--- config.mk ---
export PLATFORM = sky130hd
export DESIGN_NAME = mm_residual_add
export DESIGN_NICKNAME = d
export VERILOG_FILES = /design/src/rtl/mm_pkg.sv /design/src/rtl/mm_lane_requant.sv /design/src/rtl/mm_residual_add.sv
export SDC_FILE = /design/constraint.sdc
export NUM_CORES = 1
export LEC_CHECK = 0
export BUFFER_PORTS_ARGS = -buffer_cell sky130_fd_sc_hd__buf_2
export CAP_MARGIN = 20
export CORE_AREA = 3 3 253 255
export CTS_CLUSTER_DIAMETER = 40
export DETAILED_ROUTE_END_ITERATION = 6
export DIE_AREA = 0 0 256 258
export PLACE_DENSITY = 0.79
export SLEW_MARGIN = 20
export SYNTH_ARGS = -nofsm -noshare
export SYNTH_HDL_FRONTEND = slang
export SYNTH_HIERARCHICAL = 1
export SYNTH_SLANG_ARGS = --single-unit
export TNS_END_PERCENT = 30
--- constraint.sdc ---
create_clock -name clk -period 13.6 [get_ports clk]
set_input_delay 1.36 -clock clk [delete_from_list [all_inputs] [get_ports clk]]
set_output_delay 1.36 -clock clk [all_outputs]
set_load 0.02 [all_outputs]
--- src/rtl/mm_pkg.sv ---
// mm_pkg: shared widths, FSM state type and the lane round/relu/saturate
// helper used by the residual-add stage and later requant stages.
// Contents: A_SIZE_DEF / DATA_WIDTH_DEF / SHIFT_WIDTH_DEF defaults, SUM_WIDTH
// (lane sum width), state_t {IDLE, RUN, DRAIN}, round_sat(sum, shift, relu).
package mm_pkg;
    localparam int A_SIZE_DEF      = 16;
    localparam int DATA_WIDTH_DEF  = 8;
    localparam int SHIFT_WIDTH_DEF = 3;
    localparam int SUM_WIDTH       = DATA_WIDTH_DEF + 3;

    localparam logic signed [SUM_WIDTH:0] SAT_MAX = (SUM_WIDTH + 1)'(2 ** (DATA_WIDTH_DEF - 1) - 1);
    localparam logic signed [SUM_WIDTH:0] SAT_MIN = ~SAT_MAX;

    typedef enum logic [1:0] {IDLE, RUN, DRAIN} state_t;

    // One extra bit of headroom keeps sum + rounding constant from overflowing.
    // rnd is 2^(shift-1), or 0 when shift is 0, so one expression covers both cases.
    function automatic logic signed [DATA_WIDTH_DEF-1:0] round_sat(
        input logic signed [SUM_WIDTH-1:0]       sum,
        input logic        [SHIFT_WIDTH_DEF-1:0] shift,
        input logic                              relu
    );
        logic signed [SUM_WIDTH:0] ext;
        logic signed [SUM_WIDTH:0] rnd;
        logic signed [SUM_WIDTH:0] r;
        ext = (SUM_WIDTH + 1)'(sum);
        rnd = (SUM_WIDTH + 1)'(1) << shift;
        rnd = rnd >>> 1;
        r   = (ext + rnd) >>> shift;
        if (relu && r < 0) r = '0;
        if (r > SAT_MAX) r = SAT_MAX;
        else if (r < SAT_MIN) r = SAT_MIN;
        return r[DATA_WIDTH_DEF-1:0];
    endfunction
endpackage

--- src/rtl/mm_lane_requant.sv ---
// mm_lane_requant: one lane of the second pipeline stage; rounds, optionally
// clamps negatives, and saturates a lane sum to int8.
// Ports: sum (signed lane sum), shift (right shift 0..7), relu (clamp enable),
// res (saturated int8 result).
module mm_lane_requant
    import mm_pkg::*;
(
    input  logic signed [SUM_WIDTH-1:0]       sum,
    input  logic        [SHIFT_WIDTH_DEF-1:0] shift,
    input  logic                              relu,
    output logic signed [DATA_WIDTH_DEF-1:0]  res
);
    always_comb res = round_sat(sum, shift, relu);
endmodule

--- src/rtl/mm_residual_add.sv ---
// mm_residual_add: joins the mm_ultra int8 output stream with a residual
// stream beat-for-beat, adds per lane, rounds/shifts, optional ReLU, saturates,
// and frames each job by a configured beat count.
// Ports: clk, rst_n (sync active-low); start + cfg_* (job setup, IDLE only);
// in_a_* (matmul stream), in_b_* (residual stream), out_* (result stream);
// busy (not IDLE), done (one-cycle completion pulse), err_last (sticky
// last-flag misalignment, cleared on the next accepted start).
module mm_residual_add
    import mm_pkg::*;
#(
    parameter int A_SIZE      = A_SIZE_DEF,
    parameter int DATA_WIDTH  = DATA_WIDTH_DEF,
    parameter int SHIFT_WIDTH = SHIFT_WIDTH_DEF,
    parameter int ROWS_WIDTH  = 10,
    parameter int BLK_WIDTH   = 5
) (
    input  logic                         clk,
    input  logic                         rst_n,
    input  logic                         start,
    input  logic [ROWS_WIDTH-1:0]        cfg_rows,
    input  logic [BLK_WIDTH-1:0]         cfg_blocks,
    input  logic [SHIFT_WIDTH-1:0]       cfg_shift,
    input  logic                         cfg_relu,
    input  logic                         in_a_valid,
    output logic                         in_a_ready,
    input  logic                         in_a_last,
    input  logic [A_SIZE*DATA_WIDTH-1:0] in_a_data,
    input  logic                         in_b_valid,
    output logic                         in_b_ready,
    input  logic                         in_b_last,
    input  logic [A_SIZE*DATA_WIDTH-1:0] in_b_data,
    output logic                         out_valid,
    input  logic                         out_ready,
    output logic                         out_last,
    output logic [A_SIZE*DATA_WIDTH-1:0] out_data,
    output logic                         busy,
    output logic                         done,
    output logic                         err_last
);
    localparam int TW = ROWS_WIDTH + BLK_WIDTH;

    state_t                         state;
    logic [SHIFT_WIDTH-1:0]         shift_q;
    logic                           relu_q;
    logic [TW-1:0]                  total_q;
    logic [TW-1:0]                  cnt_q;
    logic [TW-1:0]                  total_d;
    logic                           s1_valid;
    logic                           s1_last;
    logic signed [SUM_WIDTH-1:0]    s1_sum [A_SIZE];
    logic [A_SIZE*DATA_WIDTH-1:0]   req;
    logic                           s2_can;
    logic                           s1_can_accept;
    logic                           fire;
    logic                           is_last;

    always_comb begin
        total_d       = TW'(cfg_rows) * TW'(cfg_blocks);
        s2_can        = !out_valid || out_ready;
        s1_can_accept = !s1_valid || s2_can;
        fire          = (state == RUN) && in_a_valid && in_b_valid && s1_can_accept;
        is_last       = cnt_q == total_q - 1'b1;
        in_a_ready    = fire;
        in_b_ready    = fire;
        busy          = state != IDLE;
    end

    always_ff @(posedge clk) begin
        if (!rst_n) begin
            state    <= IDLE;
            shift_q  <= '0;
            relu_q   <= 1'b0;
            total_q  <= '0;
            cnt_q    <= '0;
            done     <= 1'b0;
            err_last <= 1'b0;
        end else begin
            done <= 1'b0;
            case (state)
                IDLE: if (start) begin
                    shift_q  <= cfg_shift;
                    relu_q   <= cfg_relu;
                    total_q  <= total_d;
                    cnt_q    <= '0;
                    err_last <= 1'b0;
                    if (total_d == '0) done <= 1'b1;
                    else state <= RUN;
                end
                RUN: if (fire) begin
                    cnt_q <= cnt_q + 1'b1;
                    if (in_a_last != is_last || in_b_last != is_last) err_last <= 1'b1;
                    if (is_last) state <= DRAIN;
                end
                DRAIN: if (out_valid && out_ready && out_last) begin
                    state <= IDLE;
                    done  <= 1'b1;
                end
                default: state <= IDLE;
            endcase
        end
    end

    // Pipeline valids/tags; a stage loads only when its successor frees up.
    always_ff @(posedge clk) begin
        if (!rst_n) begin
            s1_valid  <= 1'b0;
            s1_last   <= 1'b0;
            out_valid <= 1'b0;
            out_last  <= 1'b0;
            out_data  <= '0;
        end else begin
            if (s1_can_accept) begin
                s1_valid <= fire;
                s1_last  <= fire && is_last;
            end
            if (s2_can) begin
                out_valid <= s1_valid;
                out_last  <= s1_valid && s1_last;
                if (s1_valid) out_data <= req;
            end
        end
    end

    always_ff @(posedge clk) begin
        if (fire) begin
            for (int i = 0; i < A_SIZE; i++) begin
                s1_sum[i] <= SUM_WIDTH'($signed(in_a_data[i*DATA_WIDTH +: DATA_WIDTH]))
                           + SUM_WIDTH'($signed(in_b_data[i*DATA_WIDTH +: DATA_WIDTH]));
            end
        end
    end

    for (genvar i = 0; i < A_SIZE; i++) begin : g_lane
        mm_lane_requant u_lane (
            .sum  (s1_sum[i]),
            .shift(shift_q),
            .relu (relu_q),
            .res  (req[i*DATA_WIDTH +: DATA_WIDTH])
        );
    end
endmodule
==> Flow_metrics.wiki <==
{| class="wikitable"
! Metric !! Value
|-
| Run status || finished, final reports clean
|-
| Cell area after synthesis || 33900 um2
|-
| CTS tree || done
|-
| Number of CTS-inserted buffers || 66
|-
| Cell-by-cell listing of the critical path || buf_4, buf_4, clkinv_1, nor3_1, ha_1, inv_1, fa_1, nor2b_1, o31ai_2, a21oi_1, xnor2_1, a311oi_1, o311ai_1, o21ai_0, nand2_1, a21boi_0
|-
| Final-layout setup total negative slack || 0 ns
|-
| Floorplan row count || 91
|-
| Number of DRC markers after the initial detailed-route iteration || 1862
|-
| Final hold violation count || 0
|-
| Detail-routed via count per cell || 5.85
|-
| Required time of the critical path || 14.05 ns
|-
| Post-CTS Hold Fix Bufs || 0
|-
| Leakage power summed over all cells || 0.0165 uW
|-
| Count of clock tree sinks || 314
|-
| Post-layout utilization of the core || 0.626
|-
| DRT Wirelength || 87100 um
|-
| Sequential-to-total area share from yosys stat || 0.228
|-
| Crit end category || flop
|-
| Min-Delay Startpoint || out_data[87]$_SDFFE_PN0P_
|-
| Peak clock frequency supported by timing || 170 MHz
|-
| Die height || 258 um
|-
| Post-CTS setup buffer count || 0
|-
| Source-to-sink clock delay at the later pin of the worst-skew pair || 0.59 ns
|-
| CTS H-tree lvls || 3
|-
| RSZ-0062 raised after global routing || false
|-
| Via count of the first global-routing pass || 29.7k
|-
| Post-DP HPWL || 64600 um
|-
| GR Overflow Total || 0
|-
| Number of nets in the final layout || 5037
|-
| Synthesized flop and latch total || 314
|-
| Placed cell areas || 36400 um2
|-
| Register-to-register setup slack || 7.71 ns
|-
| Cell depth of the worst flop-to-flop path || 16
|-
| Most common cell after layout, fill and taps aside || nand2_1
|-
| Syn nets || 4734
|-
| Final clock period utilization by the worst path || 0.433
|-
| Asr flop ratio synth || 0
|-
| Least-Margin Pin Slew || 0.999 ns
|-
| P per Cell Area || 100 nW/um2
|-
| Global-route wire length before repair || 144000 um
|-
| Core region area || 61800 um2
|-
| Largest net degree at the start of global routing || 103
|-
| Total iterations of the first detailed-routing run || 6
|-
| Clock Tree Buf Depth || 3
|-
| Post-detailed-route DRC marker count || 0
|-
| Overall via count from detail_route || 31.2k
|-
| GRT Total Usage || 0.255
|-
| Endpoint of the worst hold path || out_data[87]$_SDFFE_PN0P_
|-
| Max Transition Viols Final || 0
|-
| Count of flip-flops with a built-in enable after synthesis || 144
|-
| Antenna violations before repair || 2
|-
| Clock Skew || 0.0310 ns
|-
| Start of the worst register-to-register path || shift_q[0]$_SDFFE_PN0P_
|-
| Min-delay worst type || flop to flop
|-
| Share of final-layout standard cells stronger than drive strength 1 || 0.175
|-
| Type of the setup path with the least slack || flop to flop
|-
| Post-CTS sizing || 0
|-
| Initial Util || 0.548
|-
| PortBufs || 417
|-
| Worst rel slew slack || 0.334
|-
| Synth warnings || 6
|-
| CTS Root Cell || clkbuf_16
|-
| Final cell area excluding filler cells || 38700 um2
|-
| Final Total Pwr || 3880 uW
|-
| Leading cell types in the layout, fill and taps excluded || nand2_1 (498), nor2_1 (437), buf_2 (416)
|-
| Maximum single-stage delay on the critical path || 0.78 ns
|-
| Max IR drop VDD || 0.0816 mV
|-
| Routability cong. || 0.893
|-
| Max-capacitance violation count || 0
|-
| Cell mode on critical path || buf_4
|-
| Post-synthesis to final-layout area growth || 14.4%
|-
| Final critical-path setup slack || 7.71 ns
|-
| Cells after synthesis || 4130
|-
| I/O pins || 418
|-
| Clock transition at the registers of the reported paths || 0.06 ns
|-
| Routed WL per cell || 16.3 um
|-
| Slowest cell on the critical path || dfxtp_4
|-
| Die area || 66000 um2
|-
| Worst flop-to-flop path endpoint || out_data[27]$_SDFFE_PN0P_
|-
| Number of stages on the worst hold path || 2
|-
| Post-route minimum period || 5.89 ns
|-
| Crit Path Max Fanout || 60
|-
| Die width || 256 um
|-
| Pre-CTS setup slack || 7.84 ns
|-
| Count of final setup violators || 0
|-
| Type of origin of the critical path || flop
|-
| Average instance area after synthesis || 8.20 um2
|-
| Predominant post-synthesis flop cell || dfxtp_1
|-
| Data arrival time of the critical path || 6.34 ns
|-
| Antenna Nets Post-Route || 0
|-
| Distinct cells, synth || 103
|}
## routing by layer
layer | global-route usage | routed length [um] | vias to the layer above
met5 | 0 | 0 | -
met3 | 0.0308 | 4360 | 178
met4 | 0.0950 | 2820 | 0
met1 | 0.331 | 38000 | 14600
met2 | 0.437 | 41900 | 884
li1 | - | - | 15500
## layout make-up
| class | count | area [um2] |
|---|---|---|
| Inverter | 297 | 1130 |
| Clock inverter | 42 | 495 |
| Fill cell | 5253 | 23100 |
| Timing Repair Buffer | 436 | 2230 |
| Tap cell | 837 | 1050 |
| Sequential cell | 314 | 7740 |
| Clock buffer | 80 | 1860 |
| Multi-Input combinational cell | 3318 | 24200 |
| Antenna cell | 2 | 5.00 |
## cells by family (layout without fill, tap and decap cells)
logic type / Yosys count / in the layout / share of synthesized area
buffers and inverters: 498 / 855 / 0.0567
AOI/OAI and AO/OA: 1186 / 1186 / 0.272
muxes: 177 / 177 / 0.0600
and+or+nand+nor: 1382 / 1382 / 0.184
other: 0 / 2 / 0
DFF: 314 / 314 / 0.228
adders and majority gates: 321 / 321 / 0.131
xor gates and xnor gates: 252 / 252 / 0.0674
## cells in the mapped netlist, drive strengths merged (13+ instances only)
| master | instances | share of area |
|---|---|---|
| or2 | 14 | 0.0027 |
| dfxtp | 170 | 0.10 |
| a31oi | 38 | 0.0072 |
| or4 | 22 | 0.0052 |
| nand2 | 499 | 0.055 |
| a21boi | 172 | 0.038 |
| xnor2 | 162 | 0.044 |
| a221o | 13 | 0.0038 |
| a22oi | 20 | 0.0044 |
| o22ai | 27 | 0.0057 |
| fa | 56 | 0.033 |
| edfxtp | 144 | 0.13 |
| mux2 | 45 | 0.016 |
| nor2b | 50 | 0.0092 |
| buf | 27 | 0.0038 |
| a211o | 16 | 0.0041 |
| o211ai | 36 | 0.0093 |
| o21a | 17 | 0.0038 |
| xor2 | 90 | 0.023 |
| nand3 | 87 | 0.013 |
| nor3 | 79 | 0.012 |
| ha | 265 | 0.098 |
| o21ai | 204 | 0.031 |
| a211oi | 104 | 0.029 |
| o41ai | 45 | 0.018 |
| nand2b | 32 | 0.0059 |
| or3 | 23 | 0.0050 |
| o31ai | 77 | 0.028 |
| a21o | 41 | 0.0091 |
| o21bai | 22 | 0.0049 |
| clkbuf | 174 | 0.020 |
| and2 | 84 | 0.016 |
| a41oi | 15 | 0.0085 |
| a311oi | 15 | 0.0039 |
| nor2 | 441 | 0.049 |
| mux2i | 127 | 0.041 |
| a21oi | 234 | 0.035 |
| nand4 | 17 | 0.0036 |
| inv | 284 | 0.031 |
## sequential cells by signal, indices dropped and copies added, names as in the netlist, 2 cells and up
register	cells
s1_sum	144
out_data	128
cnt_q	15
total_q	15
shift_q	3
state	2
## where the power goes
group | total (uW) | switching (uW) | internal, uW
combinational | 1100 | 634 | 465
sequential | 1090 | 46.4 | 1040
clock | 1680 | 587 | 1100
total | 3880 | 1270 | 2610
## how the worst max path moves through the flow
stage               slack [ns]                   endpoint                     from
finish                    7.71  out_data[27]$_SDFFE_PN0P_  shift_q[0]$_SDFFE_PN0P_
floorplan                 8.65      state[0]$_SDFFE_PN0P_              cfg_rows[3]
CTS                       7.76  out_data[27]$_SDFFE_PN0P_  shift_q[0]$_SDFFE_PN0P_
global placement          8.00  out_data[80]$_SDFFE_PN0P_  shift_q[0]$_SDFFE_PN0P_
global route              7.24  out_data[27]$_SDFFE_PN0P_  shift_q[0]$_SDFFE_PN0P_
detailed placement        7.84  out_data[27]$_SDFFE_PN0P_  shift_q[0]$_SDFFE_PN0P_
## metrics by stage
stage	instances	hold slack [ns]
2_1_floorplan	4130	0.447
3_3_place_gp	5202	0.449
3_5_place_dp	5202	0.455
4_1_cts	5324	0.464
5_1_grt	5324	0.483
6_report	5326	0.458
## critical path: cells and delay by family, from the launching register on
family	cells	cell delay [ns]
xor+xnor	1	0.23
buf+inv	4	1.71
compound gates	6	1.61
flops	1	0.78
fa+ha+maj	2	0.64
simple gates	3	0.68
Note: power is estimated with default switching activity, not from simulation.
